==> src/rtl/n_s_acq_arbiter.sv <==
// Noise/signal acquisition path arbiter: owns the shared ADC path-select line and
// serialises grants with a settle gap after every path switch and a drain gap after every release.
module n_s_acq_arbiter #(
    parameter int SETTLE_CYC = 8,
    parameter int DRAIN_CYC  = 4,
    parameter int MAX_GNT    = 65535,
    parameter int CNT_W      = 16
) (
    input  logic clk,
    input  logic rst,
    input  logic n_req,
    input  logic n_done,
    input  logic s_req,
    input  logic s_done,
    output logic n_gnt,
    output logic s_gnt,
    output logic n_s_ctrl,
    output logic busy,
    output logic timeout_err
);

    localparam logic [1:0] ST_IDLE   = 2'd0;
    localparam logic [1:0] ST_SETTLE = 2'd1;
    localparam logic [1:0] ST_GRANT  = 2'd2;
    localparam logic [1:0] ST_DRAIN  = 2'd3;

    localparam logic [7:0]       SETTLE_LAST = 8'(SETTLE_CYC - 1);
    localparam logic [7:0]       DRAIN_LAST  = 8'(DRAIN_CYC - 1);
    localparam logic [7:0]       PHASE_MAX   = 8'hFF;
    localparam logic [CNT_W-1:0] WD_MAX      = CNT_W'(MAX_GNT);
    localparam logic [CNT_W-1:0] WD_ONE      = CNT_W'(1);

    logic [1:0]       state_q, state_d;
    logic [7:0]       phase_q, phase_d;
    logic [CNT_W-1:0] wd_q, wd_d;
    logic             last_n_q, last_n_d;
    logic             win_n_q, win_n_d;
    logic             n_gnt_q, n_gnt_d;
    logic             s_gnt_q, s_gnt_d;
    logic             ctrl_q, ctrl_d;
    logic             busy_q, busy_d;
    logic             to_q, to_d;

    logic win_n;
    logic own_done;
    logic own_req;
    logic wd_expired;

    // On a tie the side that was not served last wins; N counts as last served after reset.
    assign win_n      = n_req & ~(s_req & last_n_q);
    assign own_done   = n_gnt_q ? n_done : s_done;
    assign own_req    = n_gnt_q ? n_req : s_req;
    assign wd_expired = (wd_q == WD_MAX);

    always_comb begin
        state_d  = state_q;
        phase_d  = phase_q;
        wd_d     = wd_q;
        last_n_d = last_n_q;
        win_n_d  = win_n_q;
        n_gnt_d  = n_gnt_q;
        s_gnt_d  = s_gnt_q;
        ctrl_d   = ctrl_q;
        to_d     = 1'b0;

        case (state_q)
            ST_IDLE: begin
                if (n_req || s_req) begin
                    win_n_d = win_n;
                    if (win_n == ctrl_q) begin
                        state_d = ST_GRANT;
                        n_gnt_d = win_n;
                        s_gnt_d = ~win_n;
                        wd_d    = WD_ONE;
                    end else begin
                        state_d = ST_SETTLE;
                        ctrl_d  = win_n;
                        phase_d = '0;
                    end
                end
            end
            ST_SETTLE: begin
                // The winner was committed in IDLE; request changes here are ignored.
                if (phase_q == SETTLE_LAST) begin
                    state_d = ST_GRANT;
                    n_gnt_d = win_n_q;
                    s_gnt_d = ~win_n_q;
                    wd_d    = WD_ONE;
                end else if (phase_q != PHASE_MAX) begin
                    phase_d = phase_q + 8'd1;
                end
            end
            ST_GRANT: begin
                if (own_done || !own_req || wd_expired) begin
                    state_d  = ST_DRAIN;
                    phase_d  = '0;
                    last_n_d = n_gnt_q;
                    n_gnt_d  = 1'b0;
                    s_gnt_d  = 1'b0;
                    // Only a release caused purely by the watchdog is reported.
                    to_d     = wd_expired & own_req & ~own_done;
                end else if (!wd_expired) begin
                    wd_d = wd_q + WD_ONE;
                end
            end
            default: begin
                if (phase_q == DRAIN_LAST) begin
                    state_d = ST_IDLE;
                end else if (phase_q != PHASE_MAX) begin
                    phase_d = phase_q + 8'd1;
                end
            end
        endcase

        busy_d = (state_d != ST_IDLE);
    end

    always_ff @(posedge clk) begin
        if (rst) begin
            state_q  <= ST_IDLE;
            phase_q  <= '0;
            wd_q     <= '0;
            last_n_q <= 1'b1;
            win_n_q  <= 1'b0;
            n_gnt_q  <= 1'b0;
            s_gnt_q  <= 1'b0;
            ctrl_q   <= 1'b0;
            busy_q   <= 1'b0;
            to_q     <= 1'b0;
        end else begin
            state_q  <= state_d;
            phase_q  <= phase_d;
            wd_q     <= wd_d;
            last_n_q <= last_n_d;
            win_n_q  <= win_n_d;
            n_gnt_q  <= n_gnt_d;
            s_gnt_q  <= s_gnt_d;
            ctrl_q   <= ctrl_d;
            busy_q   <= busy_d;
            to_q     <= to_d;
        end
    end

    assign n_gnt       = n_gnt_q;
    assign s_gnt       = s_gnt_q;
    assign n_s_ctrl    = ctrl_q;
    assign busy        = busy_q;
    assign timeout_err = to_q;

endmodule
==> config.mk <==
export PLATFORM = sky130hd
export DESIGN_NAME = n_s_acq_arbiter
export DESIGN_NICKNAME = d
export VERILOG_FILES = /design/src/rtl/n_s_acq_arbiter.sv
export SDC_FILE = /design/constraint.sdc
export NUM_CORES = 1
export LEC_CHECK = 0
export CAP_MARGIN = 15
export CORE_MARGIN = 4
export CORE_UTILIZATION = 43
export DETAILED_ROUTE_END_ITERATION = 10
export GPL_TIMING_DRIVEN = 0
export MAX_ROUTING_LAYER = met4
export PLACE_DENSITY_LB_ADDON = 0.1
export SLEW_MARGIN = 20
export SYNTH_ARGS = -nofsm -noshare
export SYNTH_HDL_FRONTEND = slang
export SYNTH_SLANG_ARGS = --single-unit
==> constraint.sdc <==
create_clock -name clk -period 2.37 [get_ports clk]
set_clock_uncertainty 0.05 [all_clocks]
set_input_delay 0.237 -clock clk [delete_from_list [all_inputs] [get_ports clk]]
set_output_delay 0.237 -clock clk [all_outputs]
set_load 0.005 [all_outputs]
==> qor.txt, run 1 <==
syn_area_per_cell: 8.40 um^2
clock-pin transition on the worst setup and hold timing paths: 0.07 ns
# fillers: 411
Period minus WS final: 2.26 ns
biggest cell delay along the critical path: 0.54 ns
post-layout net count: 266
GR Util All Layers: 19.2%
CTS Root Cell: clkbuf_8
kind of critical path: reg2reg
routed len/inst: 15.8 um
layout overhead on the synthesized area: 18.5%
global-route wire length before repair: 8.25 mm
maxcap violations: 0
GP Congestion: 0.828
antenna violations before repair: 0
DRT antenna net count: 0
maximum clock insertion buffer count: 2
crit path launch: phase_q[5]
largest net degree at the start of global routing: 11
layout cells sized above 1: 15.7%
io pins: 11
Primary FF master, synth: dfxtp_1
Worst-Margin Slew: 0.588 ns
syn nets: 248
Crit Reg-Reg Startpoint: phase_q[5]
status: finished clean
final WL: 4.84 mm
Slew HR: 60.6%
f_max: 443 MHz
peak supply drop: 526 uV
P per Cell Area: 1040 nW/um^2
Finished Core Util: 53.2%
htree depth: 2
number of synthesized flops with an enable pin: 0
DR iter-0 viols: 157
CP Max Fanout: 9
Initial Util: 44.9%
die area: 5760 um^2
FFs w/ async S/R, synth: 0%
FP Rows: 24
GR Overflow Total: 0
CTS Buf Count: 5
largest area contributor in the netlist: dfxtp_1
Crit path required time: 2.51 ns
Tcrit/Tclk final: 95.3%
critical path arrival: 2.40 ns
Ys Warns: 0
Critical Path Slowest Stage Cell: or4_4
DR pass1 iterations: 7
Die Y: 75.9 um
post-synthesis cell area: 1980 um^2
final hold vios: 0
TNS Setup: 0 ns
max-slew violation count: 0
setup ws final: 0.111 ns
Worst R2R End: wd_q[0]
crit end category: flip-flop
register area: 664 um^2
IO Port Bufs: 10
via count of the first global-routing pass: 1,753
Lkg Pwr: 0.768 nW
Setup-failing EPs final: 0
Die W: 75.9 um
sequential-to-total area share from yosys stat: 33.3%
Synth Instances: 236
Setup WS pre-CTS: -0.533 ns
flops & latches, synth: 33
CP Cell Sequence: buf_6 > or4_4 > o21ai_4 > buf_4 > and4b_1 > a21oi_1 > a311oi_1
total number of vias: 1,924
top cells by area, synth: dfxtp_1 (33%), a21oi_1 (6.3%), o31ai_1 (4.5%), or4_1 (4.2%), ha_1 (3.8%)
worst hold path type: reg2reg
core region area: 4410 um^2
DR vias/cell: 6.27
DRC: 0
RSZ-0062 raised after global routing: yes
# diodes: 0
area of the multi-input gates: 1310 um^2
worst skew pair latency: 0.29 ns
area share of the largest cell type after synthesis: 33.3%
Critical Path End: wd_q[0]
nature of the critical path startpoint: flip-flop
R2R setup slack: 0.11 ns
Synth cell types: 51
CTS tree: yes
HPWL after DPL: 3.43 mm
reg2reg path depth: 7
Sink Count: 33
-- critical path: cells and delay by family (launching register included) --
family / cells / cell delay (ns)
AO/OA/AOI/OAI: 3 / 0.63
buffers and inverters: 2 / 0.29
flip-flops: 1 / 0.31
AND/OR/NAND/NOR: 2 / 0.87
-- repair_timing --
action                                 4_1_cts  5_1_grt
resized for setup                            5       18
setup endpoints to repair                   21       22
hold buffers                                 0        0
setup buffers                                2        1
pin swaps                                    2        6
cloned                                       0        1
endpoints found under the hold margin        0        0
-- power by group --
group / switching (mW) / leakage, nW / total [mW] / internal, mW
combinational: 0.720 / 0.441 / 1.20 / 0.479
clock: 0.212 / 0.0585 / 0.555 / 0.343
sequential: 0.0693 / 0.269 / 0.699 / 0.630
-- cell families (layout without fill, tap and decap cells) --
| family | after synthesis | count (layout) | synth area share, % |
|---|---|---|---|
| AOI/OAI and AO/OA | 77 | 77 | 26.1 |
| adders and majority gates | 6 | 6 | 3.79 |
| buffers and inverters | 16 | 35 | 4.23 |
| and+or+nand+nor | 100 | 100 | 30.5 |
| muxes | 4 | 4 | 2.08 |
| DFF | 33 | 33 | 33.3 |
-- layer usage --
| metal | wire (um) | global-route usage, % | vias up |
|---|---|---|---|
| met2 | 2180 | 27.7 | 40 |
| met3 | 201 | 3.69 | 4 |
| met5 | 0 | - | - |
| met4 | 45 | 6.21 | 0 |
| met1 | 2420 | 26.8 | 915 |
| li1 | - | - | 965 |
-- cells in the final DEF (no fill, tap or decap), drive strengths merged, types with 3 or more instances in the layout --
cell,instances
inv,4
a21oi,25
nand3,9
o31ai,12
ha,6
buf,9
a31oi,5
a21o,3
nand4,12
mux2i,3
nor4,5
nand2b,6
nand2,20
and4,3
a311oi,6
nor3,6
or4,12
o21ai,10
dfxtp,33
nor2,11
clkdlybuf4s50,10
clkbuf,11
or3,4
-- metrics by stage --
stage          power, mW  hold WS [ns]  std cells  area [um^2]
2_1_floorplan       1.49         0.389        236         1980
3_3_place_gp        1.78         0.422        298         2150
3_5_place_dp        1.79         0.429        298         2150
4_1_cts             2.36         0.444        307         2290
5_1_grt             2.62         0.462        307         2350
6_report            2.45         0.435        307         2350
-- cells in the mapped netlist (all sizes together) (2+ instances only) --
cell	n
a211oi	2
a21o	3
a21oi	25
a311oi	6
a31oi	5
and4	3
buf	6
clkbuf	6
dfxtp	33
ha	6
inv	4
mux2i	3
nand2	20
nand2b	6
nand3	9
nand3b	2
nand4	12
nor2	11
nor2b	2
nor3	6
nor3b	2
nor4	5
o21a	2
o21ai	10
o21bai	2
o31ai	12
or3	4
or4	12
-- registers in the layout (all words and copies together), names as in the netlist --
signal / count
busy: 1
last_n_q: 1
n_gnt: 1
n_s_ctrl: 1
phase_q: 8
s_gnt: 1
state_q: 2
timeout_err: 1
wd_q: 16
win_n_q: 1
-- final cells by class --
cell class | count | area share (%)
flip-flops and latches | 33 | 28.3
repair buffers | 14 | 5.43
plain buffers | 9 | 2.34
well taps | 52 | 2.77
clock inverters | 1 | 1.28
clock buffers | 7 | 3.68
inverters | 4 | 0.639
multi-input cells | 187 | 55.6
-- worst min path at each step --
stage	start	end	slack (ns)	cells past startpoint
after floorplan	s_req	win_n_q	0.39	3
after global placement	wd_q[6]	wd_q[6]	0.42	2
after detailed placement	wd_q[15]	wd_q[15]	0.43	2
after CTS	wd_q[6]	wd_q[6]	0.44	2
after global routing	wd_q[6]	wd_q[6]	0.46	2
final	win_n_q	win_n_q	0.44	2
(Power assumes the default switching activity.)
==> run 2, diff against run 1 <==
Settings changed: ABC_CLOCK_PERIOD_IN_PS set to 2370, RECOVER_POWER set to 25.
==> qor.txt, run 2 (synthesis gave the netlist of run 1 again) <==
status: finished clean
IO Port Bufs: 10 (unchanged)
peak supply drop: 527 uV (+0.17%)
GR Overflow Total: 0 (unchanged)
commonest cells after routing, fill and taps aside: dfxtp_1 (30), a21oi_1 (25), nand2_1 (20)
Top Registers: wd_q x16, phase_q x8, state_q x2
CTS Hold Bufs: 0 (unchanged)
GR Util All Layers: 19.2% (unchanged)
worst skew pair latency: 0.29 ns (about the same)
io pins: 11 (unchanged)
GP Congestion: 0.828 (unchanged)
DR iter-0 viols: 147 (-6.4%)
max-slew violation count: 0 (unchanged)
Lkg Pwr: 0.781 nW (+1.6%)
P per Cell Area: 1040 nW/um^2 (-0.31%)
f_max: 443 MHz (about the same)
nature of the critical path startpoint: flip-flop
layout cells sized above 1: 15.7% (unchanged)
commonest non-fill, non-tap cell in the layout: dfxtp_1
DR vias/cell: 6.26 (about the same)
final WL: 4.88 mm (+0.78%)
max reg flops: 16 (unchanged)
Crit path required time: 2.51 ns (about the same)
worst hold path type: reg2reg
core region area: 4410 um^2 (unchanged)
Worst-Margin Slew: 0.592 ns (+0.00337 ns)
Setup-failing EPs final: 0 (unchanged)
post-layout net count: 266 (unchanged)
global-route wire length before repair: 8.25 mm (unchanged)
layout overhead on the synthesized area: 18.5% (unchanged)
die area: 5760 um^2 (unchanged)
# diodes: 0 (unchanged)
DRT antenna net count: 0 (unchanged)
FP Rows: 24 (unchanged)
total power: 2.45 mW (-0.31%)
routed len/inst: 15.9 um (+0.78%)
Slew HR: 60.4% (-0.23 points)
via count of the first global-routing pass: 1,753 (unchanged)
Die Y: 75.9 um (unchanged)
CP Max Fanout: 9 (unchanged)
Period minus WS final: 2.26 ns (-0.000777 ns)
largest net degree at the start of global routing: 11 (unchanged)
critical path arrival: 2.40 ns (about the same)
Tcrit/Tclk final: 95.3% (about the same)
total number of vias: 1,923 (-0.052%)
CTS Root Cell: clkbuf_8
antenna violations before repair: 0 (unchanged)
setup ws final: 0.112 ns (+0.000777 ns)
maximum clock insertion buffer count: 2 (unchanged)
DR pass1 iterations: 4 (-3)
clock-pin transition on the worst setup and hold timing paths: 0.07 ns (about the same)
DRC: 0 (unchanged)
Die W: 75.9 um (unchanged)
CTS tree: yes
HPWL after DPL: 3.43 mm (unchanged)
crit end category: flip-flop
Sink Count: 33 (unchanged)
Initial Util: 44.9% (unchanged)
RSZ-0062 raised after global routing: yes
final hold vios: 0 (unchanged)
kind of critical path: reg2reg
CTS Buf Count: 5 (unchanged)
htree depth: 2 (unchanged)
maxcap violations: 0 (unchanged)
largest register by flop count: wd_q
Setup WS pre-CTS: -0.533 ns (unchanged)
[run 2: cell count changes in the layout (fill, tap and decap cells not counted)]
| cell | before | now |
|---|---|---|
| clkbuf_1 | 4 | 5 |
| dlygate4sd3_1 | 0 | 6 |
| clkdlybuf4s50_1 | 10 | 4 |
| buf_1 | 1 | 0 |
[run 2: path summary, 6_finish.rpt]
| path | end | slack [ns] | startpoint | depth (start not counted) |
|---|---|---|---|---|
| max | wd_q[0] | 0.11 | phase_q[5] | 7 |
| max reg2reg | wd_q[0] | 0.11 | phase_q[5] | 7 |
| min | win_n_q | 0.44 | win_n_q | 2 |
| min reg2reg | win_n_q | 0.44 | win_n_q | 2 |
[run 2: per-stage QoR]
stage / utilization (%) / cell area (um^2) / setup TNS [ns] / hold WS, ns / instances
2_1_floorplan: - / 1980 / 0 / 0.389 / 236
3_3_place_gp: 48.6 / 2150 / -6.26 / 0.422 / 298
3_5_place_dp: 48.6 / 2150 / -6.05 / 0.429 / 298
4_1_cts: 51.9 / 2290 / 0 / 0.444 / 307
5_1_grt: 53.2 / 2350 / -0.0224 / 0.462 / 307
6_report: 53.2 / 2350 / 0 / 0.435 / 307
[run 2: repair_timing]
item / in CTS / in global routing
resized for setup: 5 / 18
buffers inserted: 2 / 1
gates cloned: 0 / 1
pin swaps: 2 / 6
endpoints found under the setup margin: 21 / 22
[run 2: power breakdown]
part           switching [mW]  leakage (nW)  total (mW)  internal [mW]
sequential             0.0687         0.269       0.699          0.630
clock                   0.212        0.0585       0.555          0.343
combinational           0.722         0.453        1.19          0.470
total                    1.00         0.781        2.45           1.44
[run 2: cell type report]
cell class	instances	area, um^2
timing repair buffer	14	128
clock inverter	1	30.0
tap	52	65.1
inverter	4	15.0
buffer	9	55.1
multi-input combinational	187	1310
clock buffer	7	86.3
fill	411	2070
sequential	33	664
[run 2: per-layer routing]
layer	track usage [%]	wire (um)	share of wire, %	vias to the layer above
li1	-	-	-	966
met2	27.7	2170	44	36
met4	6.21	70	1.4	0
met1	26.8	2480	51	914
met3	3.69	157	3.2	7
met5	-	0	0	-
[run 2: critical path, stage by stage (launching register included)]
cell and delay [ns]:
dfxtp_1 0.31, buf_6 0.13, or4_4 0.54, o21ai_4 0.26
buf_4 0.16, and4b_1 0.33, a21oi_1 0.10, a311oi_1 0.27
==> run 3, diff against run 2 <==
Settings changed: RECOVER_POWER 25 to 100, SKIP_LAST_GASP set to 1.
==> qor.txt, run 3 (synthesis gave the netlist of run 1 again) <==
maximum clock insertion buffer count: 2 (unchanged)
layout cells sized above 1: 14.9% (-0.78 points)
clock-pin transition on the worst setup and hold timing paths: 0.07 ns (about the same)
antenna violations before repair: 0 (unchanged)
sum of buffers and inverters on the critical path: 2 (unchanged)
GR Overflow Total: 0 (unchanged)
CP Cell Sequence: buf_6 > or4_4 > o21ai_4 > buf_4 > and4b_1 > a21oi_1 > a311oi_1
DR vias/cell: 6.30 (+0.62%)
htree depth: 2 (unchanged)
Lkg Pwr: 0.779 nW (-0.16%)
critical path arrival: 2.40 ns (about the same)
CTS Hold Bufs: 0 (unchanged)
CP delay by family, top: simple AND/OR/NAND/NOR gates
max reg flops: 16 (unchanged)
Tcrit/Tclk final: 95.6% (+0.32 points)
kind of critical path: reg2reg
post-layout net count: 266 (unchanged)
via count of the first global-routing pass: 1,753 (unchanged)
DRT antenna net count: 0 (unchanged)
# diodes: 0 (unchanged)
TNS Setup: 0 ns (unchanged)
Critical Path Slowest Stage Cell: or4_4
CTS Buf Count: 5 (unchanged)
HPWL after DPL: 3.43 mm (unchanged)
CP Max Fanout: 9 (unchanged)
max-slew violation count: 0 (unchanged)
final hold vios: 0 (unchanged)
peak supply drop: 528 uV (+0.17%)
worst skew pair latency: 0.28 ns (about the same)
Die W: 75.9 um (unchanged)
largest net degree at the start of global routing: 11 (unchanged)
status: finished clean
die area: 5760 um^2 (unchanged)
worst hold path type: reg2reg
CTS Root Cell: clkbuf_8
nature of the critical path startpoint: flip-flop
IO Port Bufs: 10 (unchanged)
GP Congestion: 0.828 (unchanged)
setup ws final: 0.105 ns (-0.00764 ns)
FP Rows: 24 (unchanged)
P per Cell Area: 1040 nW/um^2 (about the same)
Worst-Margin Slew: 0.582 ns (-0.00942 ns)
Crit path required time: 2.50 ns (about the same)
Worst path depth: 7 (unchanged)
routed len/inst: 15.8 um (-0.47%)
cell count of the worst hold path: 2 (unchanged)
Period minus WS final: 2.27 ns (+0.00764 ns)
maxcap violations: 0 (unchanged)
layout overhead on the synthesized area: 17.9%
Initial Util: 44.9% (unchanged)
RSZ-0062 raised after global routing: yes
CTS tree: yes
f_max: 441 MHz (-0.34%)
DR pass1 iterations: 4 (unchanged)
largest register by flop count: wd_q
reg2reg path depth: 7 (unchanged)
DRC: 0 (unchanged)
crit end category: flip-flop
biggest cell delay along the critical path: 0.54 ns (about the same)
core region area: 4410 um^2 (unchanged)
Sink Count: 33 (unchanged)
commonest non-fill, non-tap cell in the layout: dfxtp_1
Setup WS pre-CTS: -0.533 ns (unchanged)
global-route wire length before repair: 8.25 mm (unchanged)
Slew HR: 60.8% (+0.36 points)
final WL: 4.86 mm (-0.47%)
Top Registers: wd_q x16, phase_q x8, state_q x2
total number of vias: 1,935 (+0.62%)
commonest cells after routing, fill and taps aside: dfxtp_1 (30), a21oi_1 (25), nand2_1 (20)
Die Y: 75.9 um (unchanged)
Setup-failing EPs final: 0 (unchanged)
DR iter-0 viols: 127 (-14%)
R2R setup slack: 0.10 ns (about the same)
io pins: 11 (unchanged)
GR Util All Layers: 19.2% (unchanged)
[run 3: per-stage QoR]
step	cell area, um^2	total power [mW]	hold WS (ns)	std cells	util (%)
5_1_grt	2340	2.61	0.462	307	52.9
4_1_cts	2290	2.36	0.444	307	51.9
3_5_place_dp	2150	1.79	0.429	298	48.6
2_1_floorplan	1980	1.49	0.389	236	-
3_3_place_gp	2150	1.78	0.422	298	48.6
6_report	2340	2.43	0.440	307	52.9
[run 3: path summary, 6_finish.rpt]
check,start,to
max,phase_q[5],wd_q[0]
min,wd_q[15],wd_q[15]
max reg2reg,phase_q[5],wd_q[0]
min reg2reg,wd_q[15],wd_q[15]
[run 3: worst register-to-register path, stage by stage, from the launching register on]
cell	delay, ns
dfxtp_1	0.31
buf_6	0.13
or4_4	0.54
o21ai_4	0.26
buf_4	0.16
and4b_1	0.33
a21oi_1	0.11
a311oi_1	0.28
[run 3: report_power, final]
part | internal [mW] | switching (mW) | total [mW]
sequential | 0.630 | 0.0708 | 0.701
combinational | 0.465 | 0.718 | 1.18
clock | 0.343 | 0.207 | 0.550
[run 3: metal layers]
metal / track usage (%) / wire length (um) / vias to the layer above
li1: - / - / 969
met1: 26.8 / 2460 / 913
met2: 27.7 / 2160 / 47
met3: 3.69 / 183 / 6
met4: 6.21 / 52 / 0
met5: - / 0 / -
[run 3: cell type report]
cell class / count / area, um^2
clock buffers: 7 / 86.3
repair buffers: 14 / 128
clock inverters: 1 / 30.0
fillers: 417 / 2080
flip-flops and latches: 33 / 664
inverters: 4 / 15.0
plain buffers: 9 / 55.1
well taps: 52 / 65.1
multi-input cells: 187 / 1290
[run 3: what timing repair did]
item | CTS | global route
gates cloned | 0 | 1
pin swaps | 2 | 6
resized for setup | 5 | 15
setup buffers | 2 | 1
setup endpoints to repair | 21 | 22
